===== config.mk =====
export PLATFORM = sky130hd
export DESIGN_NAME = uart_cmd_bridge
export DESIGN_NICKNAME = d
export VERILOG_FILES = /design/src/rtl/uart_cmd_bridge.sv
export SDC_FILE = /design/constraint.sdc
export NUM_CORES = 1
export LEC_CHECK = 0
export CAP_MARGIN = 20
export CORE_MARGIN = 4
export CORE_UTILIZATION = 41
export DETAILED_ROUTE_END_ITERATION = 7
export GPL_TIMING_DRIVEN = 0
export PLACE_DENSITY = 0.65
export REMOVE_ABC_BUFFERS = 1
export SYNTH_ARGS = -nofsm -noshare
export SYNTH_HDL_FRONTEND = slang
export SYNTH_SLANG_ARGS = --single-unit

===== constraint.sdc =====
create_clock -name clk -period 3.8 [get_ports clk]
set_input_delay 0.95 -clock clk [delete_from_list [all_inputs] [get_ports clk]]
set_output_delay 0.95 -clock clk [all_outputs]
set_load 0.02 [all_outputs]

===== src/rtl/uart_cmd_bridge.sv =====
// uart_cmd_bridge: decodes 'W'/'R' byte commands from a UART receiver,
// performs one register-bus access per command and returns one response byte.
module uart_cmd_bridge #(
    parameter int         TIMEOUT_CYCLES = 500000,
    parameter logic [7:0] ACK_BYTE       = 8'h4B,
    parameter logic [7:0] NAK_BYTE       = 8'h3F
) (
    input  logic       clk,
    input  logic       rst_n,
    input  logic [7:0] rx_data,
    input  logic       rx_ok,
    output logic [7:0] tx_data,
    output logic       tx_send,
    input  logic       tx_busy,
    output logic [7:0] bus_addr,
    output logic [7:0] bus_wdata,
    output logic       bus_we,
    output logic       bus_re,
    input  logic [7:0] bus_rdata,
    output logic       busy,
    output logic       cmd_err
);

    localparam int              CNT_W    = (TIMEOUT_CYCLES < 1) ? 1 : $clog2(TIMEOUT_CYCLES + 1);
    localparam logic [CNT_W-1:0] CNT_LAST = CNT_W'(TIMEOUT_CYCLES - 1);
    localparam logic [CNT_W-1:0] CNT_MAX  = CNT_W'(TIMEOUT_CYCLES);
    localparam logic [7:0]       OP_WRITE = 8'h57;
    localparam logic [7:0]       OP_READ  = 8'h52;

    typedef enum logic [2:0] {
        IDLE,
        GET_ADDR,
        GET_DATA,
        BUS_WR,
        BUS_RD,
        RD_CAP,
        TX_REQ,
        TX_WAIT
    } state_t;

    state_t           state;
    state_t           next_state;
    logic             op_write;
    logic             op_write_nxt;
    logic [CNT_W-1:0] count;
    logic [7:0]       tx_data_nxt;
    logic [7:0]       bus_addr_nxt;
    logic [7:0]       bus_wdata_nxt;
    logic             err_nxt;

    // State and latched-opcode registers.
    always_ff @(posedge clk or negedge rst_n) begin
        if (!rst_n) begin
            state    <= IDLE;
            op_write <= 1'b0;
        end else begin
            state    <= next_state;
            op_write <= op_write_nxt;
        end
    end

    // Next-state decode plus the next value of every registered output.
    always_comb begin
        next_state    = state;
        op_write_nxt  = op_write;
        tx_data_nxt   = tx_data;
        bus_addr_nxt  = bus_addr;
        bus_wdata_nxt = bus_wdata;
        err_nxt       = 1'b0;
        case (state)
            IDLE: begin
                if (rx_ok) begin
                    if ((rx_data == OP_WRITE) || (rx_data == OP_READ)) begin
                        next_state   = GET_ADDR;
                        op_write_nxt = (rx_data == OP_WRITE);
                    end else begin
                        next_state  = TX_REQ;
                        tx_data_nxt = NAK_BYTE;
                        err_nxt     = 1'b1;
                    end
                end
            end
            GET_ADDR: begin
                if (rx_ok) begin
                    bus_addr_nxt = rx_data;
                    next_state   = op_write ? GET_DATA : BUS_RD;
                end else if (count >= CNT_LAST) begin
                    next_state = IDLE;
                    err_nxt    = 1'b1;
                end
            end
            GET_DATA: begin
                if (rx_ok) begin
                    bus_wdata_nxt = rx_data;
                    next_state    = BUS_WR;
                end else if (count >= CNT_LAST) begin
                    next_state = IDLE;
                    err_nxt    = 1'b1;
                end
            end
            BUS_WR: begin
                tx_data_nxt = ACK_BYTE;
                next_state  = TX_REQ;
                err_nxt     = rx_ok;
            end
            BUS_RD: begin
                next_state = RD_CAP;
                err_nxt    = rx_ok;
            end
            RD_CAP: begin
                tx_data_nxt = bus_rdata;
                next_state  = TX_REQ;
                err_nxt     = rx_ok;
            end
            TX_REQ: begin
                if (tx_send) begin
                    next_state = TX_WAIT;
                end
                err_nxt = rx_ok;
            end
            TX_WAIT: begin
                if (!tx_busy) begin
                    next_state = IDLE;
                end
                err_nxt = rx_ok;
            end
            default: begin
                next_state = IDLE;
            end
        endcase
    end

    // Registered outputs; strobes are derived from the state being entered.
    always_ff @(posedge clk or negedge rst_n) begin
        if (!rst_n) begin
            tx_data   <= 8'h00;
            tx_send   <= 1'b0;
            bus_addr  <= 8'h00;
            bus_wdata <= 8'h00;
            bus_we    <= 1'b0;
            bus_re    <= 1'b0;
            busy      <= 1'b0;
            cmd_err   <= 1'b0;
        end else begin
            tx_data   <= tx_data_nxt;
            tx_send   <= (next_state == TX_REQ) && !tx_busy;
            bus_addr  <= bus_addr_nxt;
            bus_wdata <= bus_wdata_nxt;
            bus_we    <= (next_state == BUS_WR);
            bus_re    <= (next_state == BUS_RD);
            busy      <= (next_state != IDLE);
            cmd_err   <= err_nxt;
        end
    end

    // Inter-byte idle counter; cleared by any byte or state change, saturates.
    always_ff @(posedge clk or negedge rst_n) begin
        if (!rst_n) begin
            count <= '0;
        end else if (rx_ok || (next_state != state) ||
                     !((state == GET_ADDR) || (state == GET_DATA))) begin
            count <= '0;
        end else if (count != CNT_MAX) begin
            count <= count + 1'b1;
        end
    end

endmodule


==> impl_metrics.py <==
metrics = {
    "routing": {
        "wl_per_cell_um": 14.2,
        "drc": 0,
        "drtPass1Iterations": 4,
        "drtIter0Drc": 86,
        "drt-total-wl_um": 5340,
        "via_count": 1981,
        "ant_nets": 0,
        "via_per_inst": 5.27,
    },
    "grt": {
        "antenna_found_initial": 0,
        "grt_pass1_vias": 1918,
        "overflow": 0,
        "grt_max_degree": 34,
        "grt_use_total_pct": 14.8,
        "grt_pass1_wl_um": 9140,
    },
    "place": {
        "routabilityCongestion": 0.793,
        "hpwlAfterDp_um": 3780,
        "numPortBuffers": 48,
    },
    "power_and_ir_drop": {
        "pwr-share-clk_pct": 18.7,
        "power_switching_w": 0.000759,
        "p_seq_share_pct": 39.7,
        "total_power_w": 0.00212,
        "internal_power_w": 0.00136,
        "power.ir.vdd_worst_uv": 385,
        "p_per_area_mw_per_mm2": 645,
        "swShare_pct": 35.8,
        "combPwrFrac_pct": 41.6,
        "leakagePower_nw": 1.34,
    },
    "sta": {
        "drv_slew": 0,
        "min_period_ns": 3.04,
        "max-slew-margin-rel_pct": 47.6,
        "finalSetupViolCount": 0,
        "tightest_slew_ns": 0.786,
        "hold_violations": 0,
        "grt_setup_unrepaired": "no",
        "fmax_mhz": 329,
        "min_period_over_period_pct": 80.0,
        "finClkSkew_ns": 0.00933,
    },
    "setup_path": {
        "critPathRequiredTime_ns": 4.00,
        "reg2reg_slack_ns": 1.24,
        "startpoint_type": "input pin",
        "path_class": "input pin to register",
        "arrival_ns": 3.24,
        "crit_path_end_kind": "register",
        "reg2regPathDepth": 5,
        "r2r-end": "count[12]",
        "rr_startpoint": "count[6]",
        "path_max_fanout": 3,
    },
    "finish": {
        "final_common_cell": "dfrtp_1",
        "insertedDiodeCount": 0,
        "layout.nets": 322,
        "postLayoutCoreUtil_pct": 53.9,
        "final_cell_mix": "dfrtp_1 (52), clkdlybuf4s50_1 (47), nor2_1 (30), mux2_2 (16), nand2_1 (15)",
        "drive_above_1_share_pct": 12.3,
        "syn_to_final_growth_pct": 24.7,
    },
    "logic_synthesis": {
        "synth_seq_cells": 52,
        "syn_inst": 254,
        "synth_flop_cell": "dfrtp_1",
        "seq_area_frac_synth_pct": 49.4,
        "synth-edff-count": 0,
        "ys_warn_count": 0,
        "ys_async_sr_fraction_pct": 100,
        "synth_cell_type_count": 54,
        "syn_area_mm2": 0.00264,
        "syn_area_per_cell_um2": 10.4,
    },
    "clock_network": {
        "cts_buffers": 5,
        "cts_tree": "yes",
        "clk_pin_slew_ns": 0.10,
        "ctsResizeCount": 0,
        "ctsHoldBuffers": 0,
        "clkLatencyLatePin_ns": 0.31,
        "cts_root_buffer": "clkbuf_8",
        "cts_buffer_depth": 2,
        "cts_sinks": 52,
        "htreeDepth": 2,
        "post-cts-setup-buffer-count": 0,
    },
    "flow_run": {
        "drv_cap": 0,
    },
    "hold_path": {
        "min_from": "bus_addr[3]",
        "holdCritPathClass": "register to register",
        "hold_depth": 1,
        "hold_end": "bus_addr[3]",
    },
    "floorplanning": {
        "core-area_mm2": 0.00610,
        "initial_core_util_pct": 43.2,
        "fp.dieW_um": 88.2,
        "dieArea_mm2": 0.00778,
        "die_y_um": 88.2,
        "num_io_pins": 49,
        "num_rows": 28,
    },
    "run_status": {
        "status": "finished clean",
    },
}
## synth_stat cells (all sizes together) (3+ instances only)
cell      n  share of area, %
a21oi     6               1.3
a22oi     4               1.1
a2bb2oi   3               1.0
buf       4               1.5
clkbuf    8               1.5
dfrtp    52                49
inv      11               1.6
mux2     16               6.8
mux2i     5               1.9
nand2    15               2.1
nand2b    4              0.95
nand3    12               2.3
nand4     6               1.4
nor2     31               4.5
nor2b     5               1.2
nor3      5              0.95
o21a      3              0.85
o21ai     6               1.1
o22ai     5               1.2
or2       4              0.95
or4       3               1.1
xnor2     9               3.0
xor2     10               3.3
## per-stage QoR
stage          setup WS (ns)  instance area (µm²)  hold WS (ns)  cells  setup TNS [ns]
2_1_floorplan           1.18                 2560         0.479    242               0
3_3_place_gp          -0.215                 3130         0.489    365          -0.271
3_5_place_dp           0.235                 3160         0.495    367               0
4_1_cts                0.557                 3270         0.518    375               0
5_1_grt                0.585                 3290         0.527    376               0
6_report               0.761                 3290         0.514    376               0
## worst max path at each step
stage | slack [ns] | end | from
2_1_floorplan | 1.18 | busy | rx_data[3]
3_3_place_gp | -0.21 | tx_send | rx_ok
3_5_place_dp | 0.23 | busy | rx_data[3]
4_1_cts | 0.56 | tx_data[3] | rx_data[3]
5_1_grt | 0.58 | busy | rx_data[3]
6_report | 0.76 | busy | rx_data[3]
## final cells by class
type,count,area [µm²]
fill,565,2810
sequential,52,1300
multi-input combinational,179,1220
timing repair buffer,51,515
tap,75,93.8
clock buffer,5,68.8
clock inverter,3,46.3
inverter,11,41.3
## power groups by stage
stage          logic (W)  clock network [W]  registers [W]
3_5_place_dp    0.000887                  0       0.000856
2_1_floorplan   0.000360                  0       0.000986
3_3_place_gp    0.000875                  0       0.000849
5_1_grt         0.000959           0.000435       0.000870
6_report        0.000882           0.000396       0.000841
4_1_cts         0.000893           0.000405       0.000843
## critical path, cell delays in order
cell,delay [ns]
clkdlybuf4s50_1,0.48
nor4b_2,0.36
nand4_1,0.22
a2111oi_0,0.58
dlymetal6s2s_1,0.24
a211oi_1,0.09
a211o_1,0.32
## cell families after synthesis
logic type | share of synthesized area [%]
XOR/XNOR | 6.31
flip-flops | 49.4
adder cells (fa/ha/maj) | 0.949
multiplexers | 8.73
buffers and inverters | 4.60
AND/OR/NAND/NOR | 19.7
AO/OA/AOI/OAI | 10.3
## sequential cells by signal, summed over array words and instances (netlist names)
name	flops
tx_data	8
tx_send	1
op_write	1
bus_wdata	8
bus_addr	8
state	3
count	19
cmd_err	1
bus_we	1
bus_re	1
busy	1
## routing by layer
metal / share of wire, % / global-route usage, % / up-vias
met3: 4.4 / 2.82 / 4
li1: - / - / 978
met4: 0.56 / 4.53 / 0
met2: 49 / 24.3 / 40
met1: 46 / 19.8 / 959
met5: 0 / 0 / -
Note: power is estimated with default switching activity, not from simulation.
